## src/rtl/instr_queue_decoder.sv

```systemverilog
// Instruction FIFO with combinational decode of the head entry.
// Holds up to DEPTH 16-bit words and decodes the oldest one for the datapath.
module instr_queue_decoder #(
  parameter int W     = 16,
  parameter int DEPTH = 4,
  parameter int CW    = $clog2(DEPTH+1)
) (
  input  logic          clk,
  input  logic          reset,
  input  logic [15:0]   in,
  input  logic          load,
  input  logic          next,
  input  logic [2:0]    nsel,
  output logic          valid,
  output logic          full,
  output logic          ovf,
  output logic [CW-1:0] count,
  output logic [15:0]   instr,
  output logic [2:0]    opcode,
  output logic [1:0]    op,
  output logic [1:0]    ALUop,
  output logic [1:0]    shift,
  output logic [2:0]    readnum,
  output logic [2:0]    writenum,
  output logic [W-1:0]  sximm5,
  output logic [W-1:0]  sximm8
);

  localparam int PW = $clog2(DEPTH);

  logic [15:0]   mem_q [DEPTH];
  logic [PW-1:0] rd_ptr_q, rd_ptr_d;
  logic [PW-1:0] wr_ptr_q, wr_ptr_d;
  logic [CW-1:0] count_q, count_d;
  logic          ovf_q, ovf_d;
  logic          push, pop;
  logic [15:0]   head;
  logic [2:0]    regsel;

  assign valid = (count_q != '0);
  assign full  = (count_q == CW'(DEPTH));
  assign ovf   = ovf_q;
  assign count = count_q;

  // A full queue still accepts a load when the head leaves on the same edge.
  always_comb begin
    push     = load & (~full | next);
    pop      = next & valid;
    rd_ptr_d = rd_ptr_q;
    wr_ptr_d = wr_ptr_q;
    count_d  = count_q;
    ovf_d    = ovf_q | (load & full & ~next);
    if (push) wr_ptr_d = wr_ptr_q + PW'(1);
    if (pop)  rd_ptr_d = rd_ptr_q + PW'(1);
    case ({push, pop})
      2'b10:   count_d = count_q + CW'(1);
      2'b01:   count_d = count_q - CW'(1);
      default: count_d = count_q;
    endcase
  end

  always_ff @(posedge clk) begin
    if (reset) begin
      rd_ptr_q <= '0;
      wr_ptr_q <= '0;
      count_q  <= '0;
      ovf_q    <= 1'b0;
    end else begin
      rd_ptr_q <= rd_ptr_d;
      wr_ptr_q <= wr_ptr_d;
      count_q  <= count_d;
      ovf_q    <= ovf_d;
    end
  end

  // Storage is deliberately left uncleared by reset.
  always_ff @(posedge clk) begin
    if (!reset && push) mem_q[wr_ptr_q] <= in;
  end

  assign head  = valid ? mem_q[rd_ptr_q] : 16'h0000;
  assign instr = head;

  always_comb begin
    regsel = 3'b000;
    case (nsel)
      3'b001:  regsel = head[2:0];
      3'b010:  regsel = head[7:5];
      3'b100:  regsel = head[10:8];
      default: regsel = 3'b000;
    endcase
  end

  assign opcode   = head[15:13];
  assign op       = head[12:11];
  assign ALUop    = head[12:11];
  assign shift    = head[4:3];
  assign readnum  = regsel;
  assign writenum = regsel;
  assign sximm5   = {{(W-5){head[4]}}, head[4:0]};
  assign sximm8   = {{(W-8){head[7]}}, head[7:0]};

endmodule

```

## config.mk

```make
export PLATFORM = sky130hd
export DESIGN_NAME = instr_queue_decoder
export DESIGN_NICKNAME = d
export VERILOG_FILES = /design/src/rtl/instr_queue_decoder.sv
export SDC_FILE = /design/constraint.sdc
export NUM_CORES = 1
export LEC_CHECK = 0
export CAP_MARGIN = 5
export CORE_MARGIN = 1
export CORE_UTILIZATION = 50
export CTS_BUF_LIST = sky130_fd_sc_hd__clkbuf_4 sky130_fd_sc_hd__clkbuf_8
export DETAILED_ROUTE_END_ITERATION = 8
export PLACE_DENSITY_LB_ADDON = 0.1
export REMOVE_ABC_BUFFERS = 1
export SLEW_MARGIN = 30
export SYNTH_ARGS = -nofsm -noshare
export SYNTH_HDL_FRONTEND = slang
export SYNTH_SLANG_ARGS = --single-unit
```

## constraint.sdc

```tcl
create_clock -name clk -period 3.5 [get_ports clk]
set_clock_uncertainty 0.05 [all_clocks]
set_input_delay 0.7 -clock clk [delete_from_list [all_inputs] [get_ports clk]]
set_output_delay 0.7 -clock clk [all_outputs]
set_load 0.02 [all_outputs]
```

* Word level (Yosys, flattened, before mapping) *
Memory sizes are Yosys's and may differ from the RTL's. A register that Yosys moved wholly into a read port is not among the register bits.
Index checks and enable logic that the tools add are counted.

operators by class
  $add $sub $neg = 4
  $mul = 0
  divide/modulo/power cells = 0
  order comparisons = 0
  eq/ne operators = 6
  shift operators = 0
  mux-type cells = 7
  bitwise logic cells = 8
  reductions and logical operators = 4

operators by type and width
  cell                                              number
  2-to-1 mux 16 bit                                 1
  one-hot mux 3 bit (3 select lines)                1
  == test 3 bit, second input constant              2
  one-hot mux 3 bit (2 select lines)                1
  adder 2 x 1 -> 2 bit, second input constant       2
  bitwise AND 1 bit                                 4
  2-to-1 mux 2 bit                                  2
  adder 3 x 1 -> 3 bit, second input constant       1
  == test 3 x 1 -> 1 bit, second input constant     1
  == test 3 x 2 -> 1 bit, second input constant     1
  nonzero test 3 bit                                1
  subtractor 3 x 1 -> 3 bit, second input constant  1
  == test 2 x 1 -> 1 bit, second input constant     1
  == test 2 bit, second input constant              1
  2-to-1 mux 1 bit                                  2
  inverter 1 bit                                    2
  bitwise OR 1 bit                                  2
  nonzero test 2 bit                                1
  logical AND 1 bit                                 1
  zero test 1 bit                                   1

word-level totals
  register bits after elaboration = 8
  bits in latches = 0
  memory bits (writable) = 64
  memory bits (read-only) = 0
  output and inout port bits = 69
  logic and storage cells = 34
  memories = 1

memories
  memory  depth  bits a word  rd ports  clocked after memory_dff  wr ports  RTL line  text
  mem_q   4      16           1         1                         1         31        logic [15:0] mem_q [DEPTH];

* Logic depth before layout (Yosys ltp) *
Gate-level depths: netlist of run 1.

  depth after elaboration = 7
  gate-level depth with buffers = 8
  mapped depth without buffers = 8

* Least setup slack after synthesis of run 1 *
OpenSTA, ideal clock, no wires.

  path kind = input to register
  from = input next
  to = register count_q[2], in the netlist count[2]
  library setup time = 0.071 ns
  arrival time = 2.573 ns
  required time = 3.379 ns
  setup slack = 0.807 ns
  stages = 8
  path through = or4b_2 > nand2_1 > ha_1 > inv_1 > fa_1 > xor2_1 > or3_1 > a21oi_1

on the way
  cells in the longest elaborated chain, start to end = 4

ends and longest elaborated chain
  what                                                                      RTL line  text
  from (decl)                                                               12        input logic next,
  bitwise OR 1 bit                                                          47        push = load & (~full | next);
  bitwise AND 1 bit                                                         47
  == test 2 x 1 -> 1 bit or == test 2 bit (tied branches)                   55        case ({push, pop})
  one-hot mux 3 bit (2 select lines) or nonzero test 2 bit (tied branches)  n/a
  to (signal assigned)                                                      71        count_q <= count_d;
  to (decl)                                                                 34        logic [CW-1:0] count_q, count_d;

Parallel ways exist; a longest one is shown, timed or not.
A chain may end at the register's enable or synchronous reset.

==> results by group, run 1 <==
Yosys
  • Yosys top cell area share: 56.6%
  • Post-synth EDFFs: 64
  • Sequential area share after synthesis: 62.5%
  • Asr flop ratio synth: 0%
  • Synth top area cells: edfxtp_1, buf_4, mux4_2, dfxtp_1, mux4_1
  • Netlist cell types: 29
  • Ys Warns: 0
  • Average instance area after synthesis: 15.4 sq um
  • Top_reg_cell synth: edfxtp_1
  • Area leader, netlist: edfxtp_1
  • Post-Synthesis Cell Area: ~3400 sq um
  • Yosys reg bits: 74
  • Cells after synthesis: 221

Worst setup path
  • Setup crit end kind: output port
  • Crit-path max FO: 16
  • WP data required: 2.75 ns
  • Arr. time, crit path: 2.42 ns
  • Origin of the critical flop-to-flop path: count[2]
  • CP startpoint kind: register
  • Kind of critical path: reg -> out

Floorplan
  • Core box area: ~6500 sq um
  • I/O pin count: 92
  • Die width: approximately 84 um
  • Initial core utilization: 52.5%
  • Die Y-Extent: 84.4 um
  • Row cnt: 29
  • Die Area: 7120 sq um

Global routing
  • GRT Residual Overflow: 0
  • Largest net degree at the start of global routing: 17
  • GRT busiest layer: met2
  • GR Layer Usage met2: 31.5%
  • Met3 usage: 4.72%
  • First-pass GRT wire length: 9440 um
  • Tot GR Track Use: 17.9%
  • Vias in the first global route: 1,841
  • Initial antenna violation count: 0
  • Met1 Use GR: 21.4%

Drt
  • DR pass1 iterations: 6
  • Detailed-route via count: 1,898
  • Via density: 5.29
  • Routed Antenna Nets: 0
  • WL/cell: 16.5 um
  • Total Wirelength: 5940 um
  • DR iter-0 viols: 124
  • DR DRC count: 19

STA
  • Final Critical Period: 3.17 ns
  • Least-Margin Pin Slew: between 0.8 and 0.9 ns
  • Final setup margin: 0.331 ns
  • Slew Viols, Final: 0
  • RSZ-0062 raised after global routing: false
  • Final setup viols: 0
  • Relative slew margins: between 40% and 50%
  • Period utilization: 90.6%
  • Setup TNS: 0 ns
  • Fmax: ~0.32 GHz
  • Final hold vios: 0

Power and ir drop
  • Peak supply drop: between 0.4 and 0.5 mV
  • LEAKAGE: 1.46 nW
  • Pwr dens: about 840 nW/um^2
  • Final Total Pwr: 3.59 mW

Clocking
  • CTS buffer count: 9
  • TritonCTS clock tree: yes
  • Hold Buf Count CTS: 0
  • Root buffer cell: clkbuf_8
  • Reg clk slew, reported paths: 0.07 ns
  • # resized after CTS: 0
  • Postcts setup bufs: 0
  • Clk sinks: 74
  • H-tree depth: 3
  • CTS max path bufs: 2
  • Worst-Skew Late Latency: 0.33 ns

Placement
  • GPL Wtd Cong: approximately 0.74
  • Dpl ws: 0.252 ns
  • Dpl cells: 343
  • I/O Buffers: approximately 90
  • DP Wirelength: 4170 um

Finish
  • Final nets: between 300 and 400
  • Share of layout cells above drive strength 1: 11.3%
  • Leading cell types in the layout, fill and taps excluded: clkdlybuf4s50_1, edfxtp_1, and2_1
  • Synth-to-Final Area Change: 26.0%
  • Most common cell after layout, fill and taps aside: clkdlybuf4s50_1
  • Fin cells: 359
  • Antenna Cells: 0

Run
  • Max-cap viol count: 0

Min path
  • Hold Crit Start: ovf
  • Hold Path Class: reg -> reg

Outcome
  • Status: complete, but fails checks
  • Failing checks: design-rule violations
==> path summary, 6_finish.rpt <==
path	endpoint	slack (ns)	depth (start not counted)
worst max-delay path	sximm8[9]	0.33	4
worst min-delay path	ovf	0.44	2
worst max register to register	count[2]	0.97	8
worst min register to register	ovf	0.44	2
==> synthesized netlist by cell type (4+ instances only) <==
cell type / n
inv_1: 8
mux4_2: 10
a21oi_1: 5
ha_1: 5
nand3_1: 8
buf_4: 44
xor2_1: 4
buf_2: 4
nand4_1: 6
nor2_1: 7
dfxtp_1: 10
and2_1: 20
mux4_1: 6
edfxtp_1: 64
==> flip-flops by register name, summed over array words and instances, names as in the netlist, named ones only <==
name      count
mem_q        64
rd_ptr_q      2
wr_ptr_q      2
ovf           1
count         3
==> stage by stage <==
stage	hold slack (ns)	util [%]	instance area, sq um
detailed placement	0.420	62.8	4060
floorplan	0.428	-	3000
CTS	0.450	66.2	4270
global placement	0.413	62.8	4060
finish	0.438	66.2	4270
global route	0.482	66.2	4270
==> worst max-delay path: stages, from the launching register on <==
cell and delay, ns:
dfxtp_1 0.31, buf_4 0.29, mux4_1 0.63, and2_1 0.27, clkdlybuf4s50_1 0.57
==> power breakdown <==
group	internal (mW)	switching [mW]	total (mW)
logic	0.880	0.945	1.83
clock network	0.400	0.303	0.703
registers	1.01	0.0454	1.06
==> kinds of logic after synthesis <==
logic type / after synthesis / share of synthesized area (%)
AO/OA/AOI/OAI: 10 / 1.66
buffers and inverters: 60 / 12.4
multiplexers: 16 / 11.3
flip-flops: 74 / 62.5
XOR/XNOR: 4 / 1.03
AND/OR/NAND/NOR: 51 / 8.70
adder cells (fa/ha/maj): 6 / 2.43
==> per-layer routing <==
layer,share of wire (%),up-vias
li1,-,886
met1,39,949
met2,54,56
met3,5.5,7
met4,1.1,0
met5,0,-
==> final cells by class <==
class	count	area, sq um
Tap cell	77	96.3
Multi-Input combinational cell	87	852
Inverter	8	30.0
Timing Repair Buffer	97	956
Fill cell	488	2180
Sequential cell	74	2120
Clock buffer	9	124
Clock inverter	7	93.8
No activity file was read; power rests on OpenSTA's default activity.
==> run 2: changes to the inputs <==
- clock period: 3.5 -> 3.2 ns (I/O delays scaled with it)
==> results by group, run 2 (synthesis results as in run 1) <==
Power and ir drop
  • LEAKAGE: 1.45 nW
  • Peak supply drop: 0.487 mV
  • Pwr dens: 906 nW/um^2
  • Psw: 1.43 mW
  • Final Total Pwr: 3.88 mW
  • Clock power frac: a little under a fifth
  • Seq pwr share: 29.7%
  • Internal power: ~2.4 mW
  • Combinational share of power: around half
  • Switching share of power: 37.0%

Drt
  • Routed Antenna Nets: 0
  • Detailed-route via count: approximately 1,900
  • DR iter-0 viols: 89
  • DR pass1 iterations: 6
  • WL/cell: ~16 um
  • DR DRC count: 9
  • Via density: 5.24
  • Total Wirelength: approximately 6000 um

Floorplan
  • Row cnt: 29
  • Core box area: 6460 sq um
  • Die Y-Extent: 84.4 um
  • Initial core utilization: 52.5%
  • Die width: 84.4 um
  • I/O pin count: ~90
  • Die Area: approximately 7000 sq um

Finish
  • Share of layout cells above drive strength 1: 12.6%
  • Post-route core utilization: 66.3%
  • Most common cell after layout, fill and taps aside: clkdlybuf4s50_1
  • Fin cells: roughly 360
  • Max reg flops: 64
  • Largest reg by FF count: mem_q
  • Antenna Cells: 0
  • Final Cell Area: 4280 sq um
  • Final nets: 309
  • Fill cells: 482
  • Leading cell types in the layout, fill and taps excluded: clkdlybuf4s50_1, edfxtp_1, and2_1
  • Synth-to-Final Area Change: 26.1%

STA
  • Setup TNS: 0 ns
  • Final hold vios: 0
  • Period utilization: a little over nine tenths
  • Final Critical Period: 3.05 ns
  • Worst hold margin: 0.431 ns
  • Least-Margin Pin Slew: 0.858 ns
  • Final setup viols: 0
  • Slew Viols, Final: 0
  • Final setup margin: ~0.15 ns
  • RSZ-0062 raised after global routing: false
  • Fmax: around 0.33 GHz
  • Relative slew margins: 42.8%

Clocking
  • Clk sinks: 74
  • Reg clk slew, reported paths: 0.08 ns
  • Postcts setup bufs: 0
  • H-tree depth: 3
  • Hold Buf Count CTS: 0
  • Root buffer cell: clkbuf_8
  • CTS max path bufs: 2
  • TritonCTS clock tree: yes
  • CTS buffer count: 9
  • # resized after CTS: 0
  • Worst-Skew Late Latency: 0.34 ns

Worst setup path
  • Crit-path max FO: 13
  • CP startpoint kind: register
  • Origin of the critical flop-to-flop path: count[1]
  • Worst r2r path cells: 8
  • Reg-to-reg endpoint: count[2]
  • Kind of critical path: reg -> out
  • FF-to-FF setup slack: 0.65 ns
  • WP data required: approximately 2.5 ns
  • Arr. time, crit path: approximately 2.4 ns
  • Setup crit end kind: output port

Placement
  • GPL Wtd Cong: 0.786
  • Placed Area: roughly 4000 sq um
  • Dpl cells: 346
  • DP Wirelength: between 4000 and 5000 um
  • I/O Buffers: 91
  • Dpl ws: 0.0105 ns

Global routing
  • Initial antenna violation count: 0
  • GRT Residual Overflow: 0
  • Largest net degree at the start of global routing: 17
  • Vias in the first global route: around 1,800
  • First-pass GRT wire length: 9200 um
  • Tot GR Track Use: 17.5%

Min path
  • WHS Path Cells: 2
  • Hold Path Class: reg -> reg
  • Hold Crit Start: ovf
  • Hold Path End: ovf

Outcome
  • Failing checks: design-rule violations
  • Status: complete, but fails checks

Run
  • Max-cap viol count: 0
[run 2: cell count changes in the layout (fill, tap and decap cells not counted)]
cell	previous run	this run
buf_4	6	9
bufinv_16	2	1
clkinv_1	1	0
clkinv_2	1	0
clkinv_4	2	1
clkinvlp_4	1	4
inv_6	0	1
[run 2: final cells by class]
type,count,area (sq um),area share (%)
Sequential cell,74,2120,49.6
Timing Repair Buffer,100,978,22.9
Multi-Input combinational cell,87,852,19.9
Clock buffer,9,124,2.89
Tap cell,77,96.3,2.25
Clock inverter,7,77.6,1.81
Inverter,8,30.0,0.702
[run 2: routing by layer]
layer  global-route usage, %  vias to the layer above  share of wire, %
met3                    3.83                        9               4.6
met4                    8.01                        0               1.6
met1                    21.2                      928                42
li1                        -                      900                 -
met5                       0                        -                 0
met2                    30.3                       59                52
[run 2: power groups by stage]
stage / logic (mW) / registers [mW] / clock network [mW]
final: 2.01 / 1.15 / 0.718
after global routing: 2.12 / 1.16 / 0.772
after CTS: 2.04 / 1.15 / 0.729
after detailed placement: 2.03 / 1.17 / 0
after global placement: 2.01 / 1.17 / 0
after floorplan: 0.960 / 1.22 / 0
[run 2: how the worst max path moves through the flow]
| stage | slack (ns) | startpoint | end | cells past startpoint |
|---|---|---|---|---|
| after floorplan | -0.72 | count[0] | instr[4] | 2 |
| after global placement | 0.1 | next | count[2] | 9 |
| after detailed placement | 0.01 | next | count[2] | 9 |
| after CTS | 0.11 | register | sximm8[14] | 4 |
| after global routing | 0.03 | register | sximm8[11] | 4 |
| final | 0.15 | register | sximm8[14] | 4 |
[run 2: worst max-delay path: stages, from the launching register on]
cell             delay [ns]
dfxtp_1                0.31
buf_4                  0.24
mux4_1                 0.62
and2_1                 0.27
clkdlybuf4s50_1        0.58
==> run 3: changes to the inputs <==
- SKIP_CTS_REPAIR_TIMING: default -> 1
==> results of run 3 <==
Same layout as run 2: the final DEF is identical, and so are final timing and power.
